--- src/rtl/four_nor_tester_pkg.sv ---
// Shared types, constants and the golden NOR-chain model for four_nor_tester.
package four_nor_tester_pkg;

  typedef enum logic [1:0] {
    ST_IDLE   = 2'd0,
    ST_SETTLE = 2'd1,
    ST_CHECK  = 2'd2,
    ST_DONE   = 2'd3
  } state_t;

  localparam int VEC_COUNT = 16;
  localparam int VEC_W     = 4;
  localparam int CNT_W     = 4;
  localparam int ERR_W     = 5;

  // Expected chain node values for one stimulus vector.
  typedef struct packed {
    logic e;
    logic f;
    logic g;
  } chain_t;

  // Golden chain: vec[3]=A, vec[2]=B, vec[1]=C, vec[0]=D.
  function automatic chain_t golden(input logic [VEC_W-1:0] vec);
    chain_t r;
    r.e = ~(vec[3] | vec[2]);
    r.f = ~(r.e | vec[1]);
    r.g = ~(r.f | vec[0]);
    return r;
  endfunction

endpackage

--- src/rtl/four_nor_tester_settle_counter.sv ---
// Loadable down-counter that times the dwell of each vector before it is checked.
module settle_counter #(
  parameter int W = 4
) (
  input  logic         i_clk,
  input  logic         i_rst_n,
  input  logic         i_load,
  input  logic [W-1:0] i_load_val,
  input  logic         i_dec,
  output logic         o_zero
);

  logic [W-1:0] r_cnt;

  // Load takes priority; decrement stops at zero.
  always_ff @(posedge i_clk) begin
    if (!i_rst_n)                    r_cnt <= '0;
    else if (i_load)                 r_cnt <= i_load_val;
    else if (i_dec && r_cnt != '0)   r_cnt <= r_cnt - 1'b1;
  end

  assign o_zero = (r_cnt == '0);

endmodule

--- src/rtl/four_nor_tester.sv ---
// Exhaustive 16-vector tester for a 4-input NOR chain with mismatch tally.
module four_nor_tester
  import four_nor_tester_pkg::*;
#(
  parameter int SETTLE_CYCLES = 2
) (
  input  logic             clk,
  input  logic             rst_n,
  input  logic             start,
  output logic             A,
  output logic             B,
  output logic             C,
  output logic             D,
  input  logic             E,
  input  logic             F,
  input  logic             G,
  output logic             busy,
  output logic             done,
  output logic             pass,
  output logic [ERR_W-1:0] err_cnt,
  output logic [VEC_W-1:0] first_fail
);

  // Counter is loaded with N-1 so SETTLE lasts exactly N cycles.
  localparam logic [CNT_W-1:0] LOAD_VAL = CNT_W'(SETTLE_CYCLES - 1);
  localparam logic [VEC_W-1:0] LAST_VEC = VEC_W'(VEC_COUNT - 1);
  localparam logic [ERR_W-1:0] MAX_ERR  = ERR_W'(VEC_COUNT);

  state_t             r_state, w_next;
  logic [VEC_W-1:0]   r_vec;
  logic [ERR_W-1:0]   r_err;
  logic [VEC_W-1:0]   r_ff;
  logic               r_pass;
  logic               w_load, w_dec, w_zero, w_mismatch, w_drive;
  chain_t             w_gold;

  assign w_load = (r_state == ST_IDLE && start) ||
                  (r_state == ST_CHECK && r_vec != LAST_VEC);
  assign w_dec  = (r_state == ST_SETTLE);

  settle_counter #(.W(CNT_W)) u_settle (
    .i_clk      (clk),
    .i_rst_n    (rst_n),
    .i_load     (w_load),
    .i_load_val (LOAD_VAL),
    .i_dec      (w_dec),
    .o_zero     (w_zero)
  );

  assign w_gold     = golden(r_vec);
  assign w_mismatch = ({E, F, G} != w_gold);

  // State register.
  always_ff @(posedge clk) begin
    if (!rst_n) r_state <= ST_IDLE;
    else        r_state <= w_next;
  end

  // Next-state logic; start only matters in IDLE.
  always_comb begin
    w_next = r_state;
    unique case (r_state)
      ST_IDLE:   if (start)  w_next = ST_SETTLE;
      ST_SETTLE: if (w_zero) w_next = ST_CHECK;
      ST_CHECK:  w_next = (r_vec == LAST_VEC) ? ST_DONE : ST_SETTLE;
      ST_DONE:   w_next = ST_IDLE;
      default:   w_next = ST_IDLE;
    endcase
  end

  // Run bookkeeping: vector index, mismatch tally, first failure, verdict.
  always_ff @(posedge clk) begin
    if (!rst_n) begin
      r_vec  <= '0;
      r_err  <= '0;
      r_ff   <= '0;
      r_pass <= 1'b0;
    end else begin
      unique case (r_state)
        ST_IDLE: if (start) begin
          r_vec  <= '0;
          r_err  <= '0;
          r_ff   <= '0;
          r_pass <= 1'b0;
        end
        ST_CHECK: begin
          if (w_mismatch) begin
            if (r_err != MAX_ERR) r_err <= r_err + 1'b1;
            if (r_err == '0)      r_ff  <= r_vec;
          end
          // Verdict includes this last vector's own mismatch.
          if (r_vec != LAST_VEC) r_vec  <= r_vec + 1'b1;
          else                   r_pass <= (r_err == '0) && !w_mismatch;
        end
        default: ;
      endcase
    end
  end

  // Outputs: vector driven only while a vector is being exercised.
  always_comb begin
    w_drive      = (r_state == ST_SETTLE) || (r_state == ST_CHECK);
    {A, B, C, D} = w_drive ? r_vec : '0;
    busy         = w_drive;
    done         = (r_state == ST_DONE);
  end

  assign pass       = r_pass;
  assign err_cnt    = r_err;
  assign first_fail = r_ff;

endmodule

--- config.mk ---
export PLATFORM = sky130hd
export DESIGN_NAME = four_nor_tester
export DESIGN_NICKNAME = d
export VERILOG_FILES = /design/src/rtl/four_nor_tester_pkg.sv /design/src/rtl/four_nor_tester_settle_counter.sv /design/src/rtl/four_nor_tester.sv
export SDC_FILE = /design/constraint.sdc
export NUM_CORES = 1
export LEC_CHECK = 0
export ABC_CLOCK_PERIOD_IN_PS = 2440
export CAP_MARGIN = 10
export CORE_MARGIN = 10
export CORE_UTILIZATION = 40
export CTS_CLUSTER_DIAMETER = 40
export DETAILED_ROUTE_END_ITERATION = 8
export GPL_TIMING_DRIVEN = 1
export PLACE_DENSITY = 0.59
export SYNTH_ARGS = -nofsm -noshare
export SYNTH_HDL_FRONTEND = slang
export SYNTH_HIERARCHICAL = 1
export SYNTH_SLANG_ARGS = --single-unit
export TNS_END_PERCENT = 50
--- constraint.sdc ---
create_clock -name clk -period 2.44 [get_ports clk]
set_clock_uncertainty 0.15 [all_clocks]
set_input_delay 0.488 -clock clk [delete_from_list [all_inputs] [get_ports clk]]
set_output_delay 0.488 -clock clk [all_outputs]
set_load 0.1 [all_outputs]
==> Word level (Yosys, flattened, before mapping) <==
Index checks and enable logic that the tools add are counted.
{ "word_totals": {"inputBits": 6, "reg_bits": 20, "word_cells": 70} }
{ "classes": {"mux": 20, "n_reduce_logical": 19, "n_bitwise": 7, "addsub": 3, "eq_ne": 14} }
{ "ops": {"columns": ["operator", "count"], "rows": [
  ["4-bit 2-to-1 mux", 5],
  ["4-bit case mux with 2 select lines", 2],
  ["5-bit 2-to-1 mux", 3],
  ["5-bit case mux with 2 select lines", 1],
  ["2-bit inequality test (second input constant)", 4],
  ["2-bit case mux with 4 select lines", 1],
  ["4-bit AND reduction", 2],
  ["2-bit 2-to-1 mux", 3],
  ["2-bit by 1-bit inequality test with 1-bit output (second input constant)", 3],
  ["3-bit AND reduction", 2],
  ["5-bit by 1-bit adder with 5-bit output (second input constant)", 1],
  ["5-bit zero test", 1],
  ["5-bit inequality test (second input constant)", 1],
  ["4-bit by 1-bit adder with 4-bit output (second input constant)", 1],
  ["2-bit == test (second input constant)", 2],
  ["4-bit == test (second input constant)", 1],
  ["1-bit logical AND", 4],
  ["4-bit zero test", 1],
  ["1-bit 2-to-1 mux", 4],
  ["4-bit inequality test (second input constant)", 1],
  ["1-bit inverter", 4],
  ["2-bit nonzero test", 2],
  ["4-bit nonzero test", 1],
  ["4-bit by 1-bit subtractor with 4-bit output (second input constant)", 1],
  ["9 further kinds", 12]
]} }

==> Logic depth before layout (Yosys ltp) <==
Gate-level depths: netlist of run 1.
{ "logic_depth": {"word_depth": 11, "depth_mapped": 8, "mapped_depth_nobuf": 8} }

==> Cells and area by module <==
Netlist of run 1, hierarchy kept.
{ "by_module_without_submodules": {"columns": ["module", "cells_per_inst", "area_each_um2", "n_inst", "seq_area_each_um2"], "rows": [
  ["four_nor_tester", 117, 974.7, 1, 320.3],
  ["settle_counter", 31, 256.5, 1, 80.1]
]} }

==> Least setup slack after synthesis of run 1 <==
Ideal clock, no wire load.
{ "synth_timing": {"path_kind": "register -> output", "from": "reg r_state[0]", "to": "out A", "path_stages_with_launch": 4, "setup_slack_ns": -0.401, "path_buffers": 0, "arrival_time_ns": 2.203, "cell_sequence": "dfxtp_1 inv_1 ha_1 and2_1"} }
{ "synth_via": {"elab_chain_len": 3} }
{ "synth_lines": {"columns": ["element", "line", "text"], "rows": [
  ["start, declared", "four_nor_tester.sv:29", "state_t r_state, w_next;"],
  ["start signal, assigned", "four_nor_tester.sv:56", "else r_state <= w_next;"],
  ["2-bit by 1-bit == test with 1-bit output or 2-bit == test (tied branches)", "four_nor_tester.sv:102", "w_drive = (r_state == ST_SETTLE) || (r_state == ST_CHECK);"],
  ["1-bit logical OR (*)", "four_nor_tester.sv:102", null],
  ["named net busy", "four_nor_tester.sv:17", "output logic busy,"],
  ["4-bit 2-to-1 mux (*)", "four_nor_tester.sv:103", "{A, B, C, D} = w_drive ? r_vec : '0;"],
  ["end, declared", "four_nor_tester.sv:10", "output logic A,"]
]} }
Mark *: on every way through the listed nets, which the timed path passes. The rest lies on a longest branch.

==> Final worst setup path of run 1 <==
{ "layout_timing": {"from": "reg r_state[1]", "to": "out A"} }
{ "layout_via": {"elab_chain_len": 3} }
{ "layout_lines": {"columns": ["element", "line"], "rows": [
  ["2-bit by 1-bit == test with 1-bit output or 2-bit == test (tied branches)", "four_nor_tester.sv:102"],
  ["1-bit logical OR (*)", "four_nor_tester.sv:102"],
  ["4-bit 2-to-1 mux (*)", "four_nor_tester.sv:103"]
]} }
Mark *: on every way between the ends. The rest lies on a longest branch, timed or not.

==> impl_metrics.toml, run 1 <==
[clock_network]
clock_sinks = 20
clk_path_buf_depth = 2
cts-root-buf = "clkbuf_4"
post_cts_buffers = 0
worstSkewPairLatency_ns = 0.30
hold_buffers = 0
cts_buffers = 3
path_clk_slew_ns = 0.11
cts_tree = "built"
htreeDepth = 1
cts_resized = 0

[timing]
rsz0062_at_grt = "no"
finalHoldViolCount = 0
worstMarginPinSlew_ns = 0.531
slew_headroom_pct = 64.1
setup_viol = 0
final_max_slew_viol_count = 0
finalSetupTns_ns = 0
fmax_mhz = 452
finalCriticalPeriod_ns = 2.21
period_share_pct = 90.6

[route]
vias = 1113
ant_nets = 0
drt_iter0_drc = 71
drt-pass1-iter-count = 4
routed_wl_mm = 2.87
vias_per_cell = 5.38
drc_errors = 0
wl_per_cell_um = 13.9

[logic_synthesis]
yosys_warnings = 6
ys_seq_area_share_pct = 32.5
synth_cell_types = 44
postSynthAreaPerCell_um2 = 8.32
synth_cells = 148
ys_seq_elements = 20
syn_area_um2 = 1230

[cells_and_area]
final_cell_mix = "20 x dfxtp_1, 19 x nand2_1, 15 x buf_4"
seq_area_um2 = 400
nNetsFinal = 190
nFillCells = 298
syn_to_final_growth_pct = 26.1
final_common_cell = "dfxtp_1"
drive_above_1_share_pct = 21.3
multi_input_area_um2 = 766
diodes = 0
fin_cells = 207

[global_routing]
overflow = 0
grt_pass1_vias = 1046
grt_pass1_wl_mm = 4.90
grt_util_all_layers_pct = 11.0
grt_max_degree = 20
antenna_found_initial = 0

[placed_design]
dp.final_hpwl_mm = 2.26
place.gp.congestion = 0.774
port-buffer-count = 21
dp_cells = 203

[power_and_ir_drop]
intPower_uw = 818
netSwitchingFraction_pct = 46.9
vdd_drop_max_v = 0.000406
p_comb_share_pct = 57.8
p_switching_uw = 722
pwr-share-clk_pct = 12.8
p_per_area_nw_per_um2 = 992
p_seq_share_pct = 29.5
leakage_nw = 0.615

[hold_path]
min_path_type = "flop to flop"

[floorplan]
io-pin-count = 22
dieArea_um2 = 5700
die_h_um = 75.5
die_w_um = 75.5
rows = 20
initial_core_util_pct = 41.0
core_region_area_um2 = 3000

[worst_setup_path]
critPathRequiredTime_ns = 1.80
end_kind = "primary output"
arrival_ns = 1.57
path_class = "flop to primary output"
crit_fanout = 5
rrSetupSlack_ns = 0.40
critPathLaunchType = "flop"

[status]
outcome = "finished clean"

[job]
drv_cap = 0
==> cell type report <==
class,count,area share [%]
inverter,12,2.98
clock buffer,4,2.34
timing repair buffer,25,16.9
sequential,20,25.8
tap,33,2.66
multi-input combinational,113,49.3
==> path summary, 6_finish.rpt <==
kind                            depth (start not counted)    endpoint         startpoint
worst min register to register                          2        pass               pass
worst max register to register                          8  r_state[1]  u_settle/r_cnt[0]
worst max-delay path                                    4           A         r_state[1]
worst min-delay path                                    2        pass               pass
==> flip-flops by register name, indices dropped and copies added (netlist names) <==
signal          cells
err_cnt             5
first_fail          4
pass                1
r_state             2
r_vec               4
u_settle/r_cnt      4
==> stage by stage <==
step / power [mW] / hold slack, ns / worst slack [ns] / instance area [um2] / util, %
floorplan: 1.13 / 0.338 / 0.119 / 1250 / -
global placement: 1.33 / 0.308 / 0.161 / 1520 / 50.5
detailed placement: 1.35 / 0.312 / 0.110 / 1520 / 50.5
CTS: 1.55 / 0.328 / 0.213 / 1550 / 51.7
global route: 1.66 / 0.354 / 0.0995 / 1550 / 51.7
finish: 1.54 / 0.325 / 0.228 / 1550 / 51.7
==> synthesized netlist by cell type (all sizes together) <==
cell type | n | share of area (%)
nand2b | 1 | 0.51
o311ai | 1 | 0.71
o22ai | 5 | 2.5
a311oi | 4 | 3.4
nor2b | 3 | 1.5
nor4bb | 1 | 0.81
nor2 | 9 | 2.7
a32o | 2 | 1.6
clkinv | 1 | 0.41
or3 | 2 | 1.0
ha | 9 | 9.1
mux2i | 1 | 0.81
o21ba | 1 | 0.81
or3b | 2 | 1.8
nand3b | 1 | 0.61
conb | 2 | 0.61
clkbuf | 3 | 0.91
o21bai | 1 | 0.61
nand3 | 7 | 2.8
a21oi | 6 | 2.4
nor3b | 1 | 0.61
a211oi | 2 | 1.2
xnor2 | 2 | 1.4
xor2 | 1 | 0.71
inv | 11 | 3.4
o2111a | 1 | 1.0
nor4b | 3 | 2.6
o21ai | 5 | 2.3
nand4 | 4 | 2.0
buf | 2 | 1.8
and2 | 5 | 2.5
a211o | 2 | 1.4
nand4b | 1 | 0.71
o2111ai | 1 | 0.71
mux2 | 1 | 0.91
nand2 | 19 | 5.8
dfxtp | 20 | 33
o32ai | 1 | 0.71
nor3 | 4 | 1.6
==> logic make-up after synthesis <==
group | count (synthesis) | share of synthesized area [%]
DFF | 20 | 32.5
adders and majority gates | 9 | 9.15
other | 2 | 0.610
AOI/OAI and AO/OA | 32 | 19.5
and+or+nand+nor | 63 | 27.8
muxes | 2 | 1.73
xor gates and xnor gates | 3 | 2.13
buffers and inverters | 17 | 6.50
==> power groups by stage <==
stage | clock network [mW] | registers (mW) | logic (mW)
final | 0.197 | 0.454 | 0.889
after global routing | 0.222 | 0.464 | 0.978
after CTS | 0.199 | 0.453 | 0.893
after detailed placement | 0 | 0.460 | 0.890
after global placement | 0 | 0.457 | 0.873
after floorplan | 0 | 0.463 | 0.663
==> per-layer routing <==
| layer | GRT usage [%] | wire length [um] |
|---|---|---|
| met5 | 0 | 0 |
| met4 | 4.33 | 36 |
| met3 | 3.26 | 156 |
| met2 | 17.0 | 1280 |
| met1 | 13.9 | 1400 |
==> critical path, stage by stage, from the launching register on <==
cell and delay, ns:
dfxtp_1 0.43, inv_1 0.11, ha_2 0.38, and2_2 0.17
buf_12 0.17
No activity file was read; power rests on OpenSTA's default activity.
==> run 2, diff against run 1 <==
--- a/config.mk
+++ b/config.mk
@@ -7,7 +7,7 @@
 export LEC_CHECK = 0
 export ABC_CLOCK_PERIOD_IN_PS = 2440
 export CAP_MARGIN = 10
-export CORE_MARGIN = 10
+export CORE_MARGIN = 3
 export CORE_UTILIZATION = 40
 export CTS_CLUSTER_DIAMETER = 40
 export DETAILED_ROUTE_END_ITERATION = 8
==> run 2 against run 1 <==
Against the previous run: clock power is 40% higher; sequential share of layout area is 0.15 points higher; count of clock-buffer cells in the layout is 1 lower; register-to-register slack worse by 0.12 ns; hold slack better by 0.0079 ns; worst setup slack better by 0.0053 ns; combinational power is 2.5% lower; largest power group unchanged; power is 3.2% higher.
==> impl_metrics.toml, run 2 (synthesis gave the netlist of run 1 again) <==
[status]
outcome = "finished clean"

[timing]
slew_headroom_pct = 66.6
rsz0062_at_grt = "no"
finalCriticalPeriod_ns = 2.21
final_max_slew_viol_count = 0
finalSetupTns_ns = 0
fin_ws_ns = 0.234
fmax_mhz = 453
finalHoldViolCount = 0
period_share_pct = 90.4
worstMarginPinSlew_ns = 0.495
hold_ws_ns = 0.333
setup_viol = 0

[route]
vias = 1118
routed_wl_mm = 2.64
wl_per_cell_um = 13.0
drt_iter0_drc = 37
drc_errors = 0
drt-pass1-iter-count = 4
ant_nets = 0
vias_per_cell = 5.53

[worst_setup_path]
cp_cell_sequence = "inv_1, ha_2, and2_2, buf_12"
critPathLaunchType = "flop"
crit_fanout = 5
crit_slowest_cell = "dfxtp_1"
critPathRequiredTime_ns = 1.80
end_kind = "primary output"
arrival_ns = 1.57
cp_slowest_stage_delay_ns = 0.42
path_class = "flop to primary output"
worst-r2r-cell-count = 7

[global_routing]
grt_pass1_wl_mm = 4.44
grtUsageMet1_pct = 21.3
use_met3_pct = 2.10
grt_max_degree = 20
overflow = 0
globalRouteMet2Util_pct = 25.0
grt_pass1_vias = 1026
antenna_found_initial = 0
grt_util_all_layers_pct = 15.7
busiest_layer = "met2"

[cells_and_area]
seq_area_um2 = 400
syn_to_final_growth_pct = 25.4
multi_input_area_um2 = 766
nNetsFinal = 187
diodes = 0
largest_reg_flops = 5
drive_above_1_share_pct = 19.9
nFillCells = 277
final_common_cell = "dfxtp_1"
final_cell_mix = "20 x dfxtp_1, 19 x nand2_1, 12 x buf_4"

[placed_design]
port-buffer-count = 21
dp.final_hpwl_mm = 1.99
place.gp.congestion = 0.776
post-place-ws_ns = 0.0904

[floorplan]
core_region_area_um2 = 2850
rows = 19
io-pin-count = 22
die_w_um = 61.5
dieArea_um2 = 3780
initial_core_util_pct = 43.2
die_h_um = 61.5

[clock_network]
htreeDepth = 1
worstSkewPairLatency_ns = 0.30
clk_path_buf_depth = 2
path_clk_slew_ns = 0.12
cts_buffers = 3
cts_tree = "built"
post_cts_buffers = 0
hold_buffers = 0
cts_resized = 0
cts-root-buf = "clkbuf_4"
clock_sinks = 20

[power_and_ir_drop]
leakage_nw = 0.606
vdd_drop_max_v = 0.000649
p_per_area_nw_per_um2 = 1030

[job]
drv_cap = 0

[hold_path]
min_path_type = "flop to flop"
min_path_cells = 2
==> run 2: changes by cell type in the layout (fill, tap and decap cells not counted) <==
cell / change
buf_4: -3
bufinv_16: +1
clkbuf_8: -1
==> run 2: cell type report <==
cell class | count | share of cell area (%)
multi-input cells | 113 | 49.6
repair buffers | 22 | 15.6
flip-flops and latches | 20 | 25.9
clock inverters | 1 | 1.94
inverters | 12 | 3.00
clock buffers | 3 | 1.46
well taps | 31 | 2.51
==> run 2: metal layers <==
metal	routed length [um]	part of all wire [%]
met5	0	0
met2	1260	48
met3	83	3.1
met1	1280	49
met4	17	0.65
==> run 2: worst paths after layout <==
| path | startpoint | to | slack (ns) |
|---|---|---|---|
| setup reg to reg | r_state[0] | r_vec[3] | 0.28 |
| hold reg to reg | pass | pass | 0.33 |
| setup / recovery | r_state[1] | B | 0.23 |
| hold / removal | pass | pass | 0.33 |
==> run 2: worst max-delay path: cells and delay by family, from the launching register on <==
kind / cells / cell delay (ns)
fa+ha+maj: 1 / 0.39
buf+inv: 2 / 0.27
flops: 1 / 0.42
simple gates: 1 / 0.18
==> run 2: power breakdown <==
| group | total (mW) | switching [mW] | internal, mW | leakage (nW) |
|---|---|---|---|---|
| Combinational | 0.867 | 0.530 | 0.337 | 0.415 |
| Clock | 0.276 | 0.110 | 0.166 | 0.0279 |
| Sequential | 0.447 | 0.0642 | 0.383 | 0.163 |
==> run 2: stage by stage <==
| stage | cell area (um2) | total power [mW] | utilization (%) | cells |
|---|---|---|---|---|
| CTS | 1540 | 1.61 | 54.1 | 202 |
| global placement | 1490 | 1.32 | 52.3 | 198 |
| floorplan | 1250 | 1.13 | - | 150 |
| finish | 1540 | 1.59 | 54.1 | 202 |
| global route | 1540 | 1.71 | 54.1 | 202 |
| detailed placement | 1490 | 1.33 | 52.3 | 198 |
==> run 3, diff against run 2 <==
--- a/config.mk
+++ b/config.mk
@@ -8,11 +8,12 @@
 export ABC_CLOCK_PERIOD_IN_PS = 2440
 export CAP_MARGIN = 10
 export CORE_MARGIN = 3
-export CORE_UTILIZATION = 40
+export CORE_UTILIZATION = 51
 export CTS_CLUSTER_DIAMETER = 40
 export DETAILED_ROUTE_END_ITERATION = 8
 export GPL_TIMING_DRIVEN = 1
-export PLACE_DENSITY = 0.59
+export PLACE_DENSITY = 0.74
+export SLEW_MARGIN = 20
 export SYNTH_ARGS = -nofsm -noshare
 export SYNTH_HDL_FRONTEND = slang
 export SYNTH_HIERARCHICAL = 1
==> run 3 against run 2 <==
Against the previous run: register-to-register slack lost 0.02 ns; clock power is 45% lower; flip-flop and latch count unchanged; combinational power rose by 1%; count of clock-buffer cells in the layout is the same; design area decreased by 2.2%; non-clock buffer count did not move; sequential share of layout area increased by 0.58 points; worst setup slack got worse by 0.0090 ns; routed wire length is 1.3% lower; first-iteration DRC count is 2.7% higher; critical path type unchanged.
==> impl_metrics.toml, run 3 (synthesis gave the netlist of run 1 again) <==
[global_routing]
grt_pass1_vias = 1005
grt_util_all_layers_pct = 19.1
overflow = 0
grt_pass1_wl_mm = 4.29
grt_max_degree = 21
antenna_found_initial = 0

[cells_and_area]
final_common_cell = "dfxtp_1"
syn_to_final_growth_pct = 22.7
final_core_util_pct = 67.0
final_cell_area_um2 = 1510
seq_area_um2 = 400
fin_cells = 198
largest_reg_flops = 5
drive_above_1_share_pct = 19.4
multi_input_area_um2 = 766
diodes = 0
nFillCells = 205
final_cell_mix = "20 x dfxtp_1, 19 x nand2_1, 12 x buf_4"
nNetsFinal = 187

[placed_design]
place.gp.congestion = 0.770
post-place-ws_ns = 0.0888
placed_cell_area_um2 = 1490
dp.final_hpwl_mm = 2.01
dp_cells = 195
port-buffer-count = 21

[timing]
final_max_slew_viol_count = 0
finalHoldViolCount = 0
hold_ws_ns = 0.321
setup_viol = 0
fmax_mhz = 451
fin_ws_ns = 0.225
finalCriticalPeriod_ns = 2.22
worstMarginPinSlew_ns = 0.563
period_share_pct = 90.8
finalSetupTns_ns = 0
rsz0062_at_grt = "no"
slew_headroom_pct = 61.9

[power_and_ir_drop]
vdd_drop_max_v = 0.000684
p_per_area_nw_per_um2 = 985
finalPower_mw = 1.49
leakage_nw = 0.592

[worst_setup_path]
arrival_ns = 1.58
path_class = "flop to primary output"
crit_fanout = 5
critPathLaunchType = "flop"
critPathRequiredTime_ns = 1.80
end_kind = "primary output"

[floorplan]
die_w_um = 55.1
die_h_um = 55.1
core_region_area_um2 = 2250
initial_core_util_pct = 54.6
dieArea_um2 = 3040
rows = 17
io-pin-count = 22

[clock_network]
path_clk_slew_ns = 0.11
clock_sinks = 20
cts_tree = "built"
post_cts_buffers = 0
clk_path_buf_depth = 2
cts_buffers = 3
hold_buffers = 0
cts-root-buf = "clkbuf_4"
worstSkewPairLatency_ns = 0.29
htreeDepth = 1
cts_resized = 0

[route]
routed_wl_mm = 2.60
drt-pass1-iter-count = 4
vias_per_cell = 5.56
ant_nets = 0
wl_per_cell_um = 13.1
vias = 1100
drt_iter0_drc = 38
drc_errors = 0

[job]
drv_cap = 0

[hold_path]
min_path_type = "flop to flop"

[status]
outcome = "finished clean"
## run 3: cell types whose count changed in the layout (fill, tap and decap cells not counted), sizes merged
cell / previous run / this run
bufinv: 1 / 0
## run 3: area by class of cell
class | count | share of cell area (%)
timing repair buffer | 22 | 15.9
sequential | 20 | 26.5
tap | 28 | 2.32
clock buffer | 3 | 1.49
inverter | 12 | 3.07
multi-input combinational | 113 | 50.7
## run 3: critical path, cell delays in order (launching register included)
cell and delay, ns:
dfxtp_1 0.42, inv_1 0.11, ha_2 0.39, and2_2 0.18, buf_12 0.17
## run 3: power breakdown
part / total [mW] / internal, mW / switching (mW)
clock: 0.153 / 0.0575 / 0.0952
sequential: 0.455 / 0.383 / 0.0722
combinational: 0.880 / 0.337 / 0.542
total: 1.49 / 0.778 / 0.710
## run 3: per-layer routing
metal | part of all wire [%] | GRT usage (%) | routed length, um
met5 | 0 | 0 | 0
met4 | 1.2 | 6.07 | 30
met3 | 3.7 | 2.68 | 96
met2 | 46 | 31.1 | 1190
met1 | 49 | 25.9 | 1280
## run 3: path summary, 6_finish.rpt
path	start	to	slack, ns	depth (start not counted)
worst max register to register	r_state[0]	r_vec[3]	0.26	7
worst min register to register	pass	pass	0.32	2
worst max-delay path	r_state[1]	A	0.22	4
worst min-delay path	pass	pass	0.32	2
